`config.mk`:
```
export PLATFORM = sky130hd
export DESIGN_NAME = bip_control_unit_flat
export DESIGN_NICKNAME = d
export VERILOG_FILES = /design/src/rtl/bip_pkg.sv /design/src/rtl/bip_control_unit_if.sv /design/src/rtl/bip_program_counter.sv /design/src/rtl/bip_control_unit.sv /design/src/flat_wrapper.sv
export SDC_FILE = /design/constraint.sdc
export NUM_CORES = 1
export LEC_CHECK = 0
export ABC_CLOCK_PERIOD_IN_PS = 2300
export CAP_MARGIN = 25
export CORE_AREA = 8 8 65 67
export CTS_CLUSTER_DIAMETER = 120
export DETAILED_ROUTE_END_ITERATION = 8
export DIE_AREA = 0 0 73 75
export PLACE_DENSITY = 0.86
export SLEW_MARGIN = 20
export SYNTH_ARGS = -nofsm -noshare
export SYNTH_HDL_FRONTEND = slang
export SYNTH_SLANG_ARGS = --single-unit
```
`constraint.sdc`:
```
create_clock -name Clock -period 2.3 [get_ports Clock]
set_input_delay 0.23 -clock Clock [delete_from_list [all_inputs] [get_ports Clock]]
set_output_delay 0.23 -clock Clock [all_outputs]
set_load 0.1 [all_outputs]
```
`src/rtl/bip_pkg.sv`:
```
// Shared definitions for the BIP control unit: opcodes, FSM states and
// accumulator-mux select encodings.
package bip_pkg;

   localparam logic [4:0] OP_HLT  = 5'b00000;
   localparam logic [4:0] OP_STO  = 5'b00001;
   localparam logic [4:0] OP_LD   = 5'b00010;
   localparam logic [4:0] OP_LDI  = 5'b00011;
   localparam logic [4:0] OP_ADD  = 5'b00100;
   localparam logic [4:0] OP_ADDI = 5'b00101;
   localparam logic [4:0] OP_SUB  = 5'b00110;
   localparam logic [4:0] OP_SUBI = 5'b00111;

   typedef enum logic [1:0] {
      ST_FETCH  = 2'd0,
      ST_DECODE = 2'd1,
      ST_EXEC   = 2'd2,
      ST_HALT   = 2'd3
   } state_t;

   localparam logic [1:0] SEL_RAM = 2'd0;
   localparam logic [1:0] SEL_IMM = 2'd1;
   localparam logic [1:0] SEL_ALU = 2'd2;

endpackage

```
`src/rtl/bip_control_unit_if.sv`:
```
// Control bus between the BIP control unit, instruction ROM, data RAM and
// accumulator datapath. InstrCount exists only with BIP_CTRL_INSTR_COUNT_EN.
interface bip_control_unit_if
   import bip_pkg::*;
#(
   parameter int PC_WIDTH   = 11,
   parameter int OPND_WIDTH = 11
);
   // Run is a level qualifier, not a valid/ready pair: it is sampled only in
   // FETCH, and an instruction once fetched always completes.
   logic                  Run;
   logic [15:0]           Instr;
   logic [PC_WIDTH-1:0]   PcAddr;
   logic [OPND_WIDTH-1:0] Operand;
   logic [1:0]            SelA;
   logic                  SelB;
   logic                  Op;
   logic                  WrAcc;
   logic                  RdRam;
   logic                  WrRam;
   logic                  Halted;
   state_t                state;
`ifdef BIP_CTRL_INSTR_COUNT_EN
   logic [15:0]           InstrCount;
`endif

   modport master (
      input  Run, Instr,
      output PcAddr, Operand, SelA, SelB, Op, WrAcc, RdRam, WrRam, Halted, state
`ifdef BIP_CTRL_INSTR_COUNT_EN
      , output InstrCount
`endif
   );

   modport slave (
      output Run, Instr,
      input  PcAddr, Operand, SelA, SelB, Op, WrAcc, RdRam, WrRam, Halted, state
`ifdef BIP_CTRL_INSTR_COUNT_EN
      , input InstrCount
`endif
   );

endinterface

```
`src/rtl/bip_program_counter.sv`:
```
// Program counter: asynchronous reset to 0, +1 when inc is high, wraps at
// 2^PC_WIDTH.
module bip_program_counter #(
   parameter int PC_WIDTH = 11
) (
   input  logic                Clock,
   input  logic                Reset,
   input  logic                inc,
   output logic [PC_WIDTH-1:0] pc
);

   always_ff @(posedge Clock or posedge Reset) begin
      if (Reset) begin
         pc <= '0;
      end else if (inc) begin
         pc <= pc + 1'b1;
      end
   end

endmodule

```
`src/rtl/bip_control_unit.sv`:
```
// Multi-cycle FETCH/DECODE/EXEC sequencer of the BIP accumulator processor.
// Optional instruction counter enabled by defining BIP_CTRL_INSTR_COUNT_EN.
module bip_control_unit
   import bip_pkg::*;
#(
   parameter int PC_WIDTH   = 11,
   parameter int OPND_WIDTH = 11
) (
   input logic                Clock,
   input logic                Reset,
   bip_control_unit_if.master bus
);

   state_t              state, state_next;
   logic [15:0]         ir;
   logic [4:0]          opcode;
   logic [1:0]          sel_a_q, sel_a_x;
   logic                sel_b_q, sel_b_x;
   logic                op_q, op_x;
   logic                wr_acc, rd_ram, wr_ram;
   logic [PC_WIDTH-1:0] pc;

   assign opcode = ir[15:11];

   always_ff @(posedge Clock or posedge Reset) begin
      if (Reset) begin
         state   <= ST_FETCH;
         ir      <= '0;
         sel_a_q <= SEL_RAM;
         sel_b_q <= 1'b0;
         op_q    <= 1'b0;
      end else begin
         state <= state_next;
         if (state == ST_FETCH && bus.Run) begin
            ir <= bus.Instr;
         end
         if (state == ST_EXEC) begin
            sel_a_q <= sel_a_x;
            sel_b_q <= sel_b_x;
            op_q    <= op_x;
         end
      end
   end

   // Outside EXEC the selects fall through from the held registers, so the
   // mux settings of the last executed instruction stay visible.
   always_comb begin
      state_next = state;
      sel_a_x    = sel_a_q;
      sel_b_x    = sel_b_q;
      op_x       = op_q;
      wr_acc     = 1'b0;
      rd_ram     = 1'b0;
      wr_ram     = 1'b0;
      case (state)
         ST_FETCH: begin
            if (bus.Run) state_next = ST_DECODE;
         end
         ST_DECODE: begin
            state_next = (opcode == OP_HLT) ? ST_HALT : ST_EXEC;
            rd_ram     = opcode inside {OP_LD, OP_ADD, OP_SUB};
            wr_ram     = (opcode == OP_STO);
         end
         ST_EXEC: begin
            state_next = ST_FETCH;
            case (opcode)
               OP_LD:   begin sel_a_x = SEL_RAM; wr_acc = 1'b1; end
               OP_LDI:  begin sel_a_x = SEL_IMM; wr_acc = 1'b1; end
               OP_ADD:  begin sel_a_x = SEL_ALU; sel_b_x = 1'b0; op_x = 1'b0; wr_acc = 1'b1; end
               OP_ADDI: begin sel_a_x = SEL_ALU; sel_b_x = 1'b1; op_x = 1'b0; wr_acc = 1'b1; end
               OP_SUB:  begin sel_a_x = SEL_ALU; sel_b_x = 1'b0; op_x = 1'b1; wr_acc = 1'b1; end
               OP_SUBI: begin sel_a_x = SEL_ALU; sel_b_x = 1'b1; op_x = 1'b1; wr_acc = 1'b1; end
               default: ;
            endcase
         end
         ST_HALT: begin
            state_next = ST_HALT;
         end
         default: begin
            state_next = ST_FETCH;
         end
      endcase
   end

   bip_program_counter #(
      .PC_WIDTH(PC_WIDTH)
   ) u_pc (
      .Clock(Clock),
      .Reset(Reset),
      .inc  (state == ST_EXEC),
      .pc   (pc)
   );

   assign bus.PcAddr  = pc;
   assign bus.Operand = ir[OPND_WIDTH-1:0];
   assign bus.SelA    = sel_a_x;
   assign bus.SelB    = sel_b_x;
   assign bus.Op      = op_x;
   assign bus.WrAcc   = wr_acc;
   assign bus.RdRam   = rd_ram;
   assign bus.WrRam   = wr_ram;
   assign bus.Halted  = (state == ST_HALT);
   assign bus.state   = state;

`ifdef BIP_CTRL_INSTR_COUNT_EN
   logic [15:0] instr_count;

   // Counts completed EXECs plus the single entry into HALT.
   always_ff @(posedge Clock or posedge Reset) begin
      if (Reset) begin
         instr_count <= '0;
      end else if (state == ST_EXEC || (state == ST_DECODE && opcode == OP_HLT)) begin
         instr_count <= instr_count + 1'b1;
      end
   end

   assign bus.InstrCount = instr_count;
`endif

endmodule

```
`src/flat_wrapper.sv`:
```
// flat-port wrapper written by rule: the top's interface ports become plain ports
module bip_control_unit_flat import bip_pkg::*;
#(
   parameter int PC_WIDTH   = 11,
   parameter int OPND_WIDTH = 11
)
  (Clock, Reset, bus_Run, bus_Instr, bus_PcAddr, bus_Operand, bus_SelA, bus_SelB, bus_Op, bus_WrAcc, bus_RdRam, bus_WrRam, bus_Halted, bus_state);
  bip_control_unit_if #(.PC_WIDTH(PC_WIDTH), .OPND_WIDTH(OPND_WIDTH)) bus_i ();
  input logic Clock;
  input logic Reset;
  input wire logic [$bits(bus_i.Run)-1:0] bus_Run;
  input wire logic [$bits(bus_i.Instr)-1:0] bus_Instr;
  output wire logic [$bits(bus_i.PcAddr)-1:0] bus_PcAddr;
  output wire logic [$bits(bus_i.Operand)-1:0] bus_Operand;
  output wire logic [$bits(bus_i.SelA)-1:0] bus_SelA;
  output wire logic [$bits(bus_i.SelB)-1:0] bus_SelB;
  output wire logic [$bits(bus_i.Op)-1:0] bus_Op;
  output wire logic [$bits(bus_i.WrAcc)-1:0] bus_WrAcc;
  output wire logic [$bits(bus_i.RdRam)-1:0] bus_RdRam;
  output wire logic [$bits(bus_i.WrRam)-1:0] bus_WrRam;
  output wire logic [$bits(bus_i.Halted)-1:0] bus_Halted;
  output wire logic [$bits(bus_i.state)-1:0] bus_state;
  assign bus_i.Run = bus_Run;
  assign bus_i.Instr = bus_Instr;
  assign bus_PcAddr = bus_i.PcAddr;
  assign bus_Operand = bus_i.Operand;
  assign bus_SelA = bus_i.SelA;
  assign bus_SelB = bus_i.SelB;
  assign bus_Op = bus_i.Op;
  assign bus_WrAcc = bus_i.WrAcc;
  assign bus_RdRam = bus_i.RdRam;
  assign bus_WrRam = bus_i.WrRam;
  assign bus_Halted = bus_i.Halted;
  assign bus_state = bus_i.state;
  bip_control_unit #(.PC_WIDTH(PC_WIDTH), .OPND_WIDTH(OPND_WIDTH)) u_core (.Clock(Clock), .Reset(Reset), .bus(bus_i));
endmodule
```
Word-level counts from Yosys, hierarchy flattened
Index checks and enable logic that the tools add are counted.
Word-level totals
  input port bits: 19
  output and inout bits: 32
  register bits after elaboration: 33
Cells by class
  add/subtract/negate cells: 1
  reductions and logical operators: 10
  mux-type cells: 13
  equality and inequality tests: 11
Operators by type and width (count)
  $eq 5x3->1 const B: 4
  $add 11x1->11 const B: 1
  $eq 5x2->1 const B: 2
  $pmux 2 s4: 1
  $reduce_or 2->1: 4
  $mux 1: 7
  $pmux 2 s3: 1
  $reduce_or 6->1: 1
  $eq 5x1->1 const B: 1
  $logic_not 5->1: 1
  $eq 2x2->1 const B: 2
  $mux 2: 2
  $pmux 1 s2: 2
  $reduce_or 4->1: 1
  $reduce_bool 3->1: 1
  $eq 2x1->1 const B: 1
  $logic_not 2->1: 1
  $ne 2x2->1 const B: 1
  $logic_and 1x1->1: 1

Longest topological paths before layout
Gate-level depths: netlist of run 1.
  word-level depth: 4
  depth in mapped cells: 5

Hierarchy
From an unflattened synthesis of run 1, not the netlist that was laid out.
Second synthesis, totals
  cell total of the unflattened synthesis: 121
  area total of the unflattened synthesis: 1515.2 sq um
Modules (own cells, without submodules)
  bip_control_unit: cells an instance 80, sequential area each 550.5 sq um, instances 1, area each 1028.5 sq um
  bip_program_counter: cells an instance 41, sequential area each 275.3 sq um, instances 1, area each 486.7 sq um

Worst setup path after synthesis of run 1
No wires, ideal clock.
  path type: register -> output
  start: register u_core.state[0] (netlist: u_core.bus.state[0])
  end: output port bus_RdRam
  cell stages (with the launch flop): 3
  buffers on the path: 0
  setup slack: -1.954 ns
  arrival: 4.024 ns
  cells stage by stage: dfrtp_1 nand2_1 nor4_1
Between the ends
  cells in the longest elaborated chain, start to end: 2
RTL lines
  start: declaration: line bip_control_unit.sv:14  | state_t state, state_next;
  start signal: assignment: line bip_control_unit.sv:33  | state <= state_next;
  $eq 2x1->1: line bip_control_unit.sv:55  | case (state)
  $mux 1: line bip_control_unit.sv:55
  end: declaration: line flat_wrapper.sv:19  | output wire logic [$bits(bus_i.RdRam)-1:0] bus_RdRam;
No other way between the ends.

Worst setup path in the final report of run 1
  start: register u_core.state[0] (netlist: u_core.bus.state[0])
  end: output port bus_SelB
Between the ends
  cells in the longest elaborated chain, start to end: 2
RTL lines
  $eq 2x2->1: line bip_control_unit.sv:55
  $mux 1: line bip_control_unit.sv:55
  end: declaration: line flat_wrapper.sv:16  | output wire logic [$bits(bus_i.SelB)-1:0] bus_SelB;
No other way between the ends.

==> metrics, run 1 <==
clk slew on worst S/H paths 100 ps; CTS tree built; minimum clock period roughly 2100 ps; grt ovf 0; sequential-to-total area share from yosys stat 0.564; critical path capture point type primary output; status finished, final reports clean; Netlist cell types 25; Worst-Skew Late Latency between 300 and 400 ps; clock buffer depth 2; vias in the first global route roughly 1100; Final Cycle Share 0.907; Worst R2R Setup Slack about 750 ps; Final WS setup 213 ps; DRC violations left 0; Fillers 267; drt first pass iters 4; core area about 3200 µm²; setup_tns 0 ps; final hold vios 0; # IOs 51; warning count from the yosys run 0; dpl ws between 600 and 700 ps; hpwl dp 2.55 mm; Synth area leaders dfrtp_1 56%, mux2_2 16%, buf_4 6.2%; Finished Layout Cells 208; fmax 479 MHz; Starting Density 0.453; critical path peak fanout 6; Num CTS Buffers 5; register bit total from synthesis 33; Slew Limit Fails 0; mapped cell area 1460 µm²; top cells by count, synth 33 x dfrtp_1, 21 x mux2_2, 12 x buf_4; Crit Path Category flop to primary output; share of cells above drive strength 1 0.438; Worst EP required 2070 ps; Setup crit start kind flop; syn_area_per_cell about 13 µm²; post-CTS sizing 0; Starting DRT DRC Count 28; Layout area overhead 40.3%; hold buffers post-CTS 0; clk sinks 33; R2R Path End u_core.u_pc.pc[6]$_DFFE_PP0P_; chip height 75 µm; Post-synth EDFFs 0; ant diodes 0; Max-cap violations 0; biggest area consumer among synthesized cells dfrtp_1; Least-Margin Pin Slew between 400 and 500 ps; Worst Reg2Reg Path Length in Cells 5; post-synth top area share 0.564; RSZ-0062 raised after global routing no; Post-Synthesis Cells 114; final net count 181; Clock Tree Root clkbuf_4; gpl congestion about 0.76; Max H-tree Level 2; largest net degree at the start of global routing 34; Total GRT Usage 0.136; final setup violation count 0; Top FF cell, synth dfrtp_1; # port buffers 50; placed cells 200; Routed WL per cell 16.0 µm; final wirelength around 3.3 mm; antenna-violating nets left 0; Hold Crit Class input pin to async pin; vias per inst 4.86; Chip Width 73 µm; initial antenna violation count 0; via count a little over 1000; Setup Skew about 12 ps; Row Count 21; setup bufs post-CTS 0; first-pass GRT wire length 5.50 mm; Crit path arrival time 1860 ps; Rel. slew slack 0.724; Net Count, Synth approximately 130; worst flop-to-flop path startpoint u_core.bus.state[0]$_DFFE_PP0P_; Async SR Flop Fraction 1.00; die area 5480 µm²; most common cell in the netlist dfrtp_1
-- kinds of logic after synthesis --
kind of cell,share of synthesized area
xor+xnor,0.0598
fa+ha+maj,0.00855
compound gates,0.0222
buf+inv,0.0701
flops,0.564
mux,0.162
simple gates,0.114
-- worst max-delay path by stage --
stage / start / endpoint / slack [ps] / depth (start not counted)
floorplan: u_core.bus.state[1]$_DFFE_PP0P_ / bus_SelA[1] / 40 / 4
global placement: u_core.bus.state[0]$_DFFE_PP0P_ / bus_SelB / 640 / 5
detailed placement: u_core.bus.state[0]$_DFFE_PP0P_ / bus_SelB / 600 / 5
CTS: u_core.bus.state[0]$_DFFE_PP0P_ / bus_SelB / 200 / 5
global route: u_core.bus.state[0]$_DFFE_PP0P_ / bus_SelA[0] / 50 / 5
finish: u_core.bus.state[0]$_DFFE_PP0P_ / bus_SelB / 210 / 5
-- placed cells by master, fill, tap and decap left out, types with 2 or more instances in the layout --
master	count
dfrtp_1	31
buf_4	29
mux2_2	21
clkdlybuf4s50_1	18
nand2_1	8
xnor2_1	8
buf_12	7
clkbuf_4	5
nand3_1	4
clkbuf_1	3
nor2_1	2
o21ai_0	2
xor2_1	2
a22o_1	2
and4_1	2
and3_1	2
-- final cells by class --
type / count / area, µm² / area share
sequential: 33 / 831 / 0.404
tap: 46 / 57.6 / 0.0280
multi-input combinational: 66 / 576 / 0.280
inverter: 1 / 3.75 / 0.00183
timing repair buffer: 54 / 538 / 0.262
clock buffer: 8 / 48.8 / 0.0238
-- per-stage QoR --
stage,utilization,area [µm²],hold slack [ps]
floorplan,-,1510,359
global placement,0.621,2010,462
detailed placement,0.621,2010,468
CTS,0.636,2050,293
global route,0.636,2050,309
finish,0.636,2050,285
-- critical path: stages, from the launching register on --
cell and delay [ps]:
dfrtp_4 520, nor2b_1 210, and2_4 230, nand2_4 70, mux2_2 320, buf_12 170
-- flip-flops by register name (all words and copies together), names as in the netlist --
name and flops:
u_core.sel_b_q 1, u_core.op_q 1, u_core.sel_a_q 2, u_core.ir 16, u_core.bus.state 2, u_core.u_pc.pc 11
-- per-layer routing --
| metal | part of all wire | up-vias | track usage |
|---|---|---|---|
| met5 | 0 | - | 0 |
| met4 | 0.025 | 0 | 0.0822 |
| met3 | 0.13 | 9 | 0.0826 |
| met2 | 0.43 | 51 | 0.201 |
| met1 | 0.42 | 473 | 0.145 |
| li1 | - | 477 | - |
Power of run 1 is left out: the tool's default activity adds up to more than one toggle a clock period on the data nets, which glitch-free logic cannot reach.
==> inputs of run 2 (changes only) <==
CORE_AREA = 8 8 59 73   (was 8 8 65 67)
DIE_AREA = 0 0 67 81   (was 0 0 73 75)
PLACE_DENSITY = 0.87   (was 0.86)
==> metrics, run 2 (synthesis results as in run 1) <==
fmax 504 MHz (+5.2%); Slew Limit Fails 0 (unchanged); DP Area 1990 µm² (-0.94%); max reg flops 16 (unchanged); setup_tns 0 ps (unchanged); Crit path arrival time 1750 ps (-110 ps); final setup violation count 0 (unchanged); Starting Density 0.462 (+0.00949); Setup crit start kind flop; share of cells above drive strength 1 0.444 (+0.00548); Max H-tree Level 2 (unchanged); clk sinks 33 (unchanged); placed cells 190 (-5.0%); critical path peak fanout 6 (unchanged); antenna-violating nets left 0 (unchanged); initial antenna violation count 0 (unchanged); setup bufs post-CTS 0 (unchanged); largest net degree at the start of global routing 23 (-32%); Rel. slew slack 0.702 (-0.0219); Max-cap violations 0 (unchanged); Util after Layout 0.655 (+0.0192); # port buffers 50 (unchanged); final hold vios 0 (unchanged); hold buffers post-CTS 0 (unchanged); Layout area overhead 41.6%; clock buffer depth 2 (unchanged); Hold Crit Class input pin to async pin; clk slew on worst S/H paths 60 ps (-40 ps); Final Cell Area 2070 µm² (+0.91%); Least-Margin Pin Slew 447 ps (+36.6 ps); Routed WL per cell 16.5 µm (+2.8%); Chip Width 67 µm (-8.2%); post-CTS sizing 0 (unchanged); Crit Path Category flop to primary output; drt first pass iters 4 (unchanged); hpwl dp 2.49 mm (-2.4%); first-pass GRT wire length 5.31 mm (-3.4%); Num CTS Buffers 5 (unchanged); gpl congestion 0.776 (+2.3%); Largest regs u_core.ir x16, u_core.u_pc.pc x11; critical path capture point type primary output; DRC violations left 0 (unchanged); Worst EP required 2070 ps (about the same); commonest non-fill, non-tap cells in the layout 31 x dfrtp_1, 28 x buf_4, 21 x mux2_2, 18 x clkdlybuf4s50_1; commonest non-fill, non-tap cell in the layout dfrtp_1; Total GRT Usage 0.128 (-0.00788); Final Cycle Share 0.862 (-0.0448); chip height 81 µm (+8.0%); Setup Skew 3.94 ps (-7.78 ps); core area 3170 µm² (-2.1%); final wirelength 3.25 mm (-2.7%); Row Count 23 (+9.5%); vias in the first global route 1112 (+1.8%); # IOs 51 (unchanged); grt ovf 0 (unchanged); final net count 180 (-0.55%); ant diodes 0 (unchanged); die area 5430 µm² (-0.88%); Clock Tree Root clkbuf_8; via count 1009 (-0.099%); Biggest register u_core.ir; vias per inst 5.12 (+5.5%); CTS tree built; Starting DRT DRC Count 9 (-68%); status finished, final reports clean; RSZ-0062 raised after global routing no; Finished Layout Cells 197 (-5.3%); Worst-Skew Late Latency 280 ps (-50 ps); minimum clock period 1980 ps (-103 ps)
run 2: cell types whose count changed in the layout (fill, tap and decap cells not counted), sizes merged:
cell,previous run,this run
clkbuf,8,7
buf,36,35
run 2: area by class of cell:
| cell class | instances | area, µm² |
|---|---|---|
| inverters | 1 | 3.75 |
| well taps | 37 | 46.3 |
| repair buffers | 53 | 531 |
| flip-flops and latches | 33 | 831 |
| fillers | 236 | 1090 |
| multi-input cells | 66 | 576 |
| clock buffers | 7 | 86.3 |
run 2: critical path, stage by stage (launching register included):
cell and delay (ps):
dfrtp_4 500, nor2b_1 200, nand2_1 110, o21ai_0 360, o21ai_4 120, buf_12 180
run 2: routing by layer:
metal | wire, µm | global-route usage | vias to the layer above
met5 | 0 | 0 | -
met3 | 343 | 0.0591 | 5
li1 | - | - | 474
met4 | 51 | 0.0545 | 0
met1 | 1170 | 0.124 | 491
met2 | 1680 | 0.226 | 39
run 2: metrics by stage:
step	setup WS (ps)	hold WS [ps]
2_1_floorplan	44.4	359
3_3_place_gp	648	461
3_5_place_dp	610	472
4_1_cts	297	262
5_1_grt	215	292
6_report	316	262
run 2: path summary, 6_finish.rpt:
| path | from | cells after the start | slack (ps) | to |
|---|---|---|---|---|
| setup / recovery | u_core.bus.state[0]$_DFFE_PP0P_ | 5 | 320 | bus_SelA[0] |
| hold / removal | Reset | 2 | 260 | u_core.u_pc.pc[6]$_DFFE_PP0P_ |
| setup reg to reg | u_core.bus.state[0]$_DFFE_PP0P_ | 5 | 750 | u_core.u_pc.pc[5]$_DFFE_PP0P_ |
| hold reg to reg | u_core.bus.state[0]$_DFFE_PP0P_ | 0 | 480 | u_core.bus.state[1]$_DFFE_PP0P_ |
| max in group asynchronous | Reset | 3 | 1370 | u_core.bus.state[0]$_DFFE_PP0P_ |
| min in group Clock | u_core.bus.state[0]$_DFFE_PP0P_ | 0 | 480 | u_core.bus.state[1]$_DFFE_PP0P_ |
Power of run 2 is left out for the same reason.
==> inputs of run 3 (changes only) <==
SKIP_CTS_REPAIR_TIMING = 1   (was default)
==> results of run 3 <==
The final DEF is identical to that of run 2; final timing and power are the same.
Power of run 3 is left out for the same reason.
